## src/rtl/regfile_commit_sequencer.sv

```systemverilog
// -----------------------------------------------------------------------------
// regfile_commit_sequencer
//
// Purpose:
//   Buffers one commit group (up to 4 lanes of sel/data) and drains it into the
//   physical register file, N_WRITE lanes per cycle. Pending lanes are compacted
//   onto write ports 0..N_WRITE-1 in lane order, because the register file only
//   honours those ports. Also reports whether a queried register still has a
//   buffered value that has not been written yet.
//
// Parameters:
//   N_WRITE  usable register-file write ports per cycle (legal 1..4)
//   ADDR_W   physical register select width
//   DATA_W   register data width
//
// Ports:
//   clk                       clock, all state on posedge
//   reset                     synchronous, active-high
//   en                        global enable; 0 freezes all state and the handshake
//   inValid / inReady         commit-group handshake (inReady is combinational)
//   inVec[0:3]                lane valid mask, bit 0 = lane 0
//   inSel0..3 / inData0..3    destination register and result per lane
//   commitAllow               register-file write strobe
//   commitVec[0:3]            per-port write enable, bit 0 = port 0
//   writeSelect0..3           per-port destination register
//   writeData0..3             per-port write data
//   busy                      a group is still draining
//   queryReg / queryPending   "does queryReg still have an unwritten buffered value"
// -----------------------------------------------------------------------------
module regfile_commit_sequencer #(
    parameter int N_WRITE = 1,
    parameter int ADDR_W  = 6,
    parameter int DATA_W  = 32
) (
    input  logic              clk,
    input  logic              reset,
    input  logic              en,

    input  logic              inValid,
    output logic              inReady,
    input  logic [0:3]        inVec,
    input  logic [ADDR_W-1:0] inSel0,
    input  logic [ADDR_W-1:0] inSel1,
    input  logic [ADDR_W-1:0] inSel2,
    input  logic [ADDR_W-1:0] inSel3,
    input  logic [DATA_W-1:0] inData0,
    input  logic [DATA_W-1:0] inData1,
    input  logic [DATA_W-1:0] inData2,
    input  logic [DATA_W-1:0] inData3,

    output logic              commitAllow,
    output logic [0:3]        commitVec,
    output logic [ADDR_W-1:0] writeSelect0,
    output logic [ADDR_W-1:0] writeSelect1,
    output logic [ADDR_W-1:0] writeSelect2,
    output logic [ADDR_W-1:0] writeSelect3,
    output logic [DATA_W-1:0] writeData0,
    output logic [DATA_W-1:0] writeData1,
    output logic [DATA_W-1:0] writeData2,
    output logic [DATA_W-1:0] writeData3,

    output logic              busy,
    input  logic [ADDR_W-1:0] queryReg,
    output logic              queryPending
);

    typedef enum logic [0:0] {
        IDLE  = 1'b0,
        DRAIN = 1'b1
    } state_t;

    // Port count as a 3-bit value so comparisons against lane counts stay width-matched.
    localparam logic [2:0] NW = 3'(N_WRITE);

    state_t            state;
    state_t            stateNext;
    logic [0:3]        pendMask;
    logic [0:3]        pendNext;
    logic              loadBuf;
    logic [ADDR_W-1:0] selBuf  [4];
    logic [DATA_W-1:0] dataBuf [4];

    // Lane-indexed views of the flat input ports.
    logic [ADDR_W-1:0] inSelArr  [4];
    logic [DATA_W-1:0] inDataArr [4];

    assign inSelArr[0]  = inSel0;
    assign inSelArr[1]  = inSel1;
    assign inSelArr[2]  = inSel2;
    assign inSelArr[3]  = inSel3;
    assign inDataArr[0] = inData0;
    assign inDataArr[1] = inData1;
    assign inDataArr[2] = inData2;
    assign inDataArr[3] = inData3;

    // -------------------------------------------------------------------------
    // Pending-lane count
    // -------------------------------------------------------------------------
    logic [2:0] pendCount;

    // NOTE: every variable written in an always_comb gets a default at the top;
    // a path that skips an assignment would otherwise infer a latch.
    always_comb begin
        pendCount = 3'd0;
        for (int i = 0; i < 4; i++) begin
            pendCount = pendCount + {2'b00, pendMask[i]};
        end
    end

    // -------------------------------------------------------------------------
    // Chunk selection: walk the lanes in order and hand the first N_WRITE
    // pending ones to ports 0, 1, ... so the regfile sees a dense port set.
    // portLane[p] says which buffered lane port p carries this cycle.
    // -------------------------------------------------------------------------
    logic [0:3] chunkMask;
    logic [0:3] portValid;
    logic [1:0] portLane [4];
    logic [2:0] portCnt;

    always_comb begin
        chunkMask = '0;
        portValid = '0;
        portCnt   = 3'd0;
        for (int p = 0; p < 4; p++) begin
            portLane[p] = 2'd0;
        end
        for (int i = 0; i < 4; i++) begin
            if (pendMask[i] && (portCnt < NW)) begin
                portValid[portCnt[1:0]] = 1'b1;
                portLane[portCnt[1:0]]  = 2'(i);
                chunkMask[i]            = 1'b1;
                portCnt                 = portCnt + 3'd1;
            end
        end
    end

    // -------------------------------------------------------------------------
    // Write-port outputs, driven straight from the buffer. Unused ports are
    // forced to zero rather than showing stale buffer contents.
    // -------------------------------------------------------------------------
    logic [ADDR_W-1:0] portSel  [4];
    logic [DATA_W-1:0] portData [4];

    always_comb begin
        for (int p = 0; p < 4; p++) begin
            portSel[p]  = '0;
            portData[p] = '0;
            if (portValid[p]) begin
                portSel[p]  = selBuf[portLane[p]];
                portData[p] = dataBuf[portLane[p]];
            end
        end
    end

    assign commitVec     = portValid;
    assign writeSelect0  = portSel[0];
    assign writeSelect1  = portSel[1];
    assign writeSelect2  = portSel[2];
    assign writeSelect3  = portSel[3];
    assign writeData0    = portData[0];
    assign writeData1    = portData[1];
    assign writeData2    = portData[2];
    assign writeData3    = portData[3];

    // -------------------------------------------------------------------------
    // Handshake and status
    // -------------------------------------------------------------------------
    // Ready on the last drain cycle too: the incoming load replaces whatever
    // would remain after this cycle's chunk, which is nothing.
    assign inReady     = en && ((state == IDLE) || (pendCount <= NW));
    assign commitAllow = en && (state == DRAIN);
    assign busy        = (state == DRAIN);

    // Lanes in this cycle's chunk still count until the edge that writes them.
    always_comb begin
        queryPending = 1'b0;
        for (int i = 0; i < 4; i++) begin
            if (pendMask[i] && (selBuf[i] == queryReg)) begin
                queryPending = 1'b1;
            end
        end
    end

    // -------------------------------------------------------------------------
    // FSM next state. pendMask and state move together: DRAIN exactly when
    // some lane is still pending after this edge.
    // -------------------------------------------------------------------------
    always_comb begin
        pendNext  = pendMask;
        loadBuf   = 1'b0;
        stateNext = state;
        if (en) begin
            pendNext = pendMask & ~chunkMask;
            // A new group overrides the clear, so groups can run back to back.
            if (inValid && inReady) begin
                pendNext = inVec;
                loadBuf  = 1'b1;
            end
            stateNext = (pendNext != 4'b0000) ? DRAIN : IDLE;
        end
    end

    // -------------------------------------------------------------------------
    // State register
    // -------------------------------------------------------------------------
    // NOTE: sequential state uses non-blocking assignments so every register
    // samples its inputs from the same pre-edge values.
    always_ff @(posedge clk) begin
        if (reset) begin
            state    <= IDLE;
            pendMask <= '0;
            // NOTE: the sel/data buffer is small register storage, not a RAM, so
            // it is cleared on reset; this keeps write-port and query outputs
            // deterministic right after reset.
            for (int i = 0; i < 4; i++) begin
                selBuf[i]  <= '0;
                dataBuf[i] <= '0;
            end
        end else begin
            state    <= stateNext;
            pendMask <= pendNext;
            if (loadBuf) begin
                for (int i = 0; i < 4; i++) begin
                    selBuf[i]  <= inSelArr[i];
                    dataBuf[i] <= inDataArr[i];
                end
            end
        end
    end

endmodule

```

## config.mk

```make
export PLATFORM = sky130hd
export DESIGN_NAME = regfile_commit_sequencer
export DESIGN_NICKNAME = d
export VERILOG_FILES = /design/src/rtl/regfile_commit_sequencer.sv
export SDC_FILE = /design/constraint.sdc
export NUM_CORES = 1
export LEC_CHECK = 0
export ABC_AREA = 1
export CORE_MARGIN = 1.5
export CORE_UTILIZATION = 49
export CTS_CLUSTER_DIAMETER = 200
export DETAILED_ROUTE_END_ITERATION = 8
export HOLD_SLACK_MARGIN = 0.02
export PLACE_DENSITY = 0.95
export SYNTH_ARGS = -nofsm -noshare
export SYNTH_HDL_FRONTEND = slang
export SYNTH_SLANG_ARGS = --single-unit
export TNS_END_PERCENT = 100
```

## constraint.sdc

```tcl
create_clock -name clk -period 11.23 [get_ports clk]
set_input_delay 1.123 -clock clk [delete_from_list [all_inputs] [get_ports clk]]
set_output_delay 1.123 -clock clk [all_outputs]
set_load 0.005 [all_outputs]
```

==> insert_results.sql <==
INSERT INTO impl_metrics (metric_group, metric, value, unit) VALUES
('status', 'status', 'finished clean', ''),
('sta', 'whs', '600.0', 'ps'),
('power', 'power_frac_comb', '17.0', '%'),
('critical_path', 'critPathKind', 'reg -> out', ''),
('floorplan', 'fp-row-count', '49', ''),
('critical_path', 'cpMaxStageDelayCell', 'sky130_fd_sc_hd__clkinv_2', ''),
('grt', 'antenna_found_initial', '0', ''),
('critical_path', 'worstSetupStartpointType', 'flop', ''),
('clock_tree', 'cts_made_buffers', '17', ''),
('detailed_routing', 'routed-via-count', '6722', ''),
('clock_tree', 'cts-hold-fix-buffers', '0', ''),
('layout', 'final_nets', '1360', ''),
('critical_path', 'regToRegEndpoint', 'dataBuf[0][12]', ''),
('critical_path', 'worst-endpoint-required', '10110', 'ps'),
('clock_tree', 'clock_sink_count', '157', ''),
('detailed_routing', 'wire_length_after_detailed_routing', '20.34', 'mm'),
('logic_synthesis', 'synth_cells', '1009', ''),
('placed_design', 'post-dp-hpwl', '13.65', 'mm'),
('layout', 'area_growth', '26.02', '%'),
('clock_tree', 'cts.repair_timing.setup_buffer_count', '0', ''),
('power', 'power.share.switching', '25.03', '%'),
('logic_synthesis', 'synth_cell_types', '31', ''),
('critical_path', 'worstPathCellList', 'o21ai_2 -> nand2_4 -> clkinv_2 -> nor2_1 -> o21ai_0 -> a21oi_1 -> clkdlybuf4s50_1', ''),
('sta', 'grt_setup_unrepaired', 'no', ''),
('sta', 'worst_slew_pin_slew', '1148', 'ps'),
('logic_synthesis', 'synth_area_per_cell', '8.823', 'µm²'),
('sta', 'max-slew-margin-rel', '23.49', '%'),
('logic_synthesis', 'synth.ff_latch_count', '157', ''),
('grt', 'grt_start_max_net_pins', '88', ''),
('hold_path', 'min-delay-start', 'pendMask[0]', ''),
('clock_tree', 'clock_tree_from_tritoncts', 'built', ''),
('sta', 'post-route-min-period', '5114', 'ps'),
('detailed_routing', 'route.detailed.vias_per_inst', '4.684', ''),
('logic_synthesis', 'synth_area', '8902', 'µm²'),
('critical_path', 'r2r_start', 'pendMask[2]', ''),
('clock_tree', 'cts_repair_resize_count', '0', ''),
('detailed_routing', 'detail_route.wl_per_cell', '14.18', 'µm'),
('power', 'p_per_area', '140.8', 'nW/µm²'),
('flow_run', 'max_cap_violations', '0', ''),
('clock_tree', 'cts.htree.levels', '4', ''),
('sta', 'final-hold-violation-count', '0', ''),
('floorplan', 'io_pins', '326', ''),
('power', 'ir_drop', '0.1059', 'mV'),
('placed_design', 'buffer_ports.inserted', '208', ''),
('clock_tree', 'clk_buf_depth', '2', ''),
('sta', 'period_share', '45.54', '%'),
('detailed_routing', 'first_iter_violations', '537', ''),
('floorplan', 'placeableCoreArea', '17900', 'µm²'),
('logic_synthesis', 'synth_warnings', '0', ''),
('detailed_routing', 'remaining_number_of_nets_flagged_by_the_antenna_check_after_routing', '0', ''),
('layout', 'multi_input_combinational_cell_area', '2850', 'µm²'),
('detailed_routing', 'route.detailed.drc', '0', ''),
('floorplan', 'initial_core_util', '49.73', '%'),
('floorplan', 'floorplan.die.width', '137.8', 'µm'),
('power', 'leakage', '0.005084', 'µW'),
('hold_path', 'worstHoldPathType', 'reg -> reg', ''),
('hold_path', 'worst_hold_path.endpoint', 'pendMask[0]', ''),
('sta', 'fmaxAchievable', '195.5', 'MHz'),
('floorplan', 'die-height', '137.8', 'µm'),
('clock_tree', 'clk_latency', '420', 'ps'),
('sta', 'number_of_pins_exceeding_their_max_slew_limit_in_the_final_report', '0', ''),
('sta', 'tns_setup', '0', 'ps'),
('power', 'p_total', '1579', 'µW'),
('power', 'internal-power', '1184', 'µW'),
('detailed_routing', 'dr.pass1.iters', '6', ''),
('layout', 'fillCellCount', '1411', ''),
('power', 'sequential_cell_fraction_of_total_power', '44.5', '%'),
('hold_path', 'hold_depth', '2', ''),
('layout', 'num_antenna_cells', '0', ''),
('critical_path', 'reg2regPathDepth', '7', ''),
('grt', 'grt_pass1_vias', '6345', '');
## cells in the final DEF (no fill, tap or decap), types with 3 or more instances in the layout
master	instances
sky130_fd_sc_hd__nand4_1	4
sky130_fd_sc_hd__nor2_2	72
sky130_fd_sc_hd__edfxtp_1	152
sky130_fd_sc_hd__clkbuf_16	17
sky130_fd_sc_hd__o211ai_1	4
sky130_fd_sc_hd__clkinv_4	3
sky130_fd_sc_hd__nand2_1	162
sky130_fd_sc_hd__nand3_1	38
sky130_fd_sc_hd__conb_1	117
sky130_fd_sc_hd__inv_1	181
sky130_fd_sc_hd__a21oi_1	86
sky130_fd_sc_hd__o21ai_0	12
sky130_fd_sc_hd__dfxtp_1	5
sky130_fd_sc_hd__clkdlybuf4s50_1	208
sky130_fd_sc_hd__bufinv_16	4
sky130_fd_sc_hd__buf_4	3
sky130_fd_sc_hd__xnor2_1	3
sky130_fd_sc_hd__nor2_1	101
sky130_fd_sc_hd__o22ai_1	7
## flip-flops by register name (all words and copies together), names as in the netlist
name / cells
pendMask: 4
dataBuf: 128
busy: 1
selBuf: 24
## area by class of cell
type,count,share of cell area (%)
clock inverter,14,1.706
sequential,157,41.58
tap,229,2.554
inverter,184,6.168
multi-input combinational,622,25.41
clock buffer,18,3.826
timing repair buffer,211,18.76
## worst max path at each step
stage / start / to / cells after the start
finish: pendMask[2] / writeSelect0[2] / 7
global route: pendMask[2] / writeSelect0[3] / 7
CTS: pendMask[2] / writeSelect0[1] / 7
detailed placement: pendMask[2] / writeSelect0[1] / 7
global placement: pendMask[2] / writeSelect0[1] / 7
floorplan: en / dataBuf[0][0] / 3
## cell families (layout without fill, tap and decap cells)
logic type      after synthesis  after routing  synth area share, %
fa+ha+maj                     1              1               0.2249
simple gates                385            385                19.11
xor+xnor                      5              5               0.4920
other cells                   1            117              0.04212
flops                       157            157                52.40
buf+inv                     346            427                20.82
compound gates              114            114                6.915
## per-stage QoR
| stage | setup WS, ps | util (%) | cell area [µm²] | instances |
|---|---|---|---|---|
| after CTS | 6075 | 62.66 | 11220 | 1435 |
| after detailed placement | 6550 | 59.20 | 10600 | 1403 |
| final | 6116 | 62.66 | 11220 | 1435 |
| after floorplan | 6064 | - | 9338 | 1125 |
| after global placement | 6570 | 59.20 | 10600 | 1403 |
| after global routing | 5764 | 62.66 | 11220 | 1435 |
## cell usage after synthesis
master	count	area (µm²)
sky130_fd_sc_hd__a21oi_1	86	430.4
sky130_fd_sc_hd__a21oi_4	1	16.27
sky130_fd_sc_hd__buf_1	3	11.26
sky130_fd_sc_hd__buf_2	19	95.09
sky130_fd_sc_hd__buf_4	123	923.4
sky130_fd_sc_hd__buf_6	9	101.4
sky130_fd_sc_hd__clkbuf_1	8	30.03
sky130_fd_sc_hd__clkinv_2	1	5.000
sky130_fd_sc_hd__conb_1	1	3.750
sky130_fd_sc_hd__dfxtp_1	5	100.1
sky130_fd_sc_hd__edfxtp_1	152	4564
sky130_fd_sc_hd__fa_1	1	20.02
sky130_fd_sc_hd__inv_1	181	679.4
sky130_fd_sc_hd__inv_2	2	7.510
sky130_fd_sc_hd__nand2_1	164	615.6
sky130_fd_sc_hd__nand2_2	1	6.260
sky130_fd_sc_hd__nand3_1	38	190.2
sky130_fd_sc_hd__nand3_2	1	10.01
sky130_fd_sc_hd__nand4_1	4	25.02
sky130_fd_sc_hd__nor2_1	101	379.1
sky130_fd_sc_hd__nor2_2	72	450.4
sky130_fd_sc_hd__nor3_1	1	5.000
sky130_fd_sc_hd__nor3b_1	1	7.510
sky130_fd_sc_hd__o2111ai_1	2	17.52
sky130_fd_sc_hd__o211ai_1	4	30.03
sky130_fd_sc_hd__o21ai_0	12	60.06
sky130_fd_sc_hd__o21ai_2	2	17.52
sky130_fd_sc_hd__o22ai_1	7	43.79
sky130_fd_sc_hd__or2_2	2	12.51
sky130_fd_sc_hd__xnor2_1	3	26.28
sky130_fd_sc_hd__xor2_1	2	17.52
## metal layers
layer	GRT usage [%]	part of all wire (%)	routed length, µm
met3	4.746	6.5	1328
met2	37.25	52	10670
met1	25.56	39	7926
met5	0	0	0
met4	8.970	2.1	418
## power groups by stage
| stage | combinational (µW) | sequential (µW) | clock, µW |
|---|---|---|---|
| floorplan | 167 | 714 | 0 |
| global placement | 261 | 713 | 0 |
| detailed placement | 265 | 715 | 0 |
| CTS | 268 | 703 | 613 |
| global route | 298 | 707 | 641 |
| finish | 268 | 703 | 608 |
## tightest hold or removal path: stages (launching register included)
cell and delay, ps:
sky130_fd_sc_hd__dfxtp_1 370, sky130_fd_sc_hd__nand2_1 110, sky130_fd_sc_hd__a21oi_1 70
(Power assumes the default switching activity.)
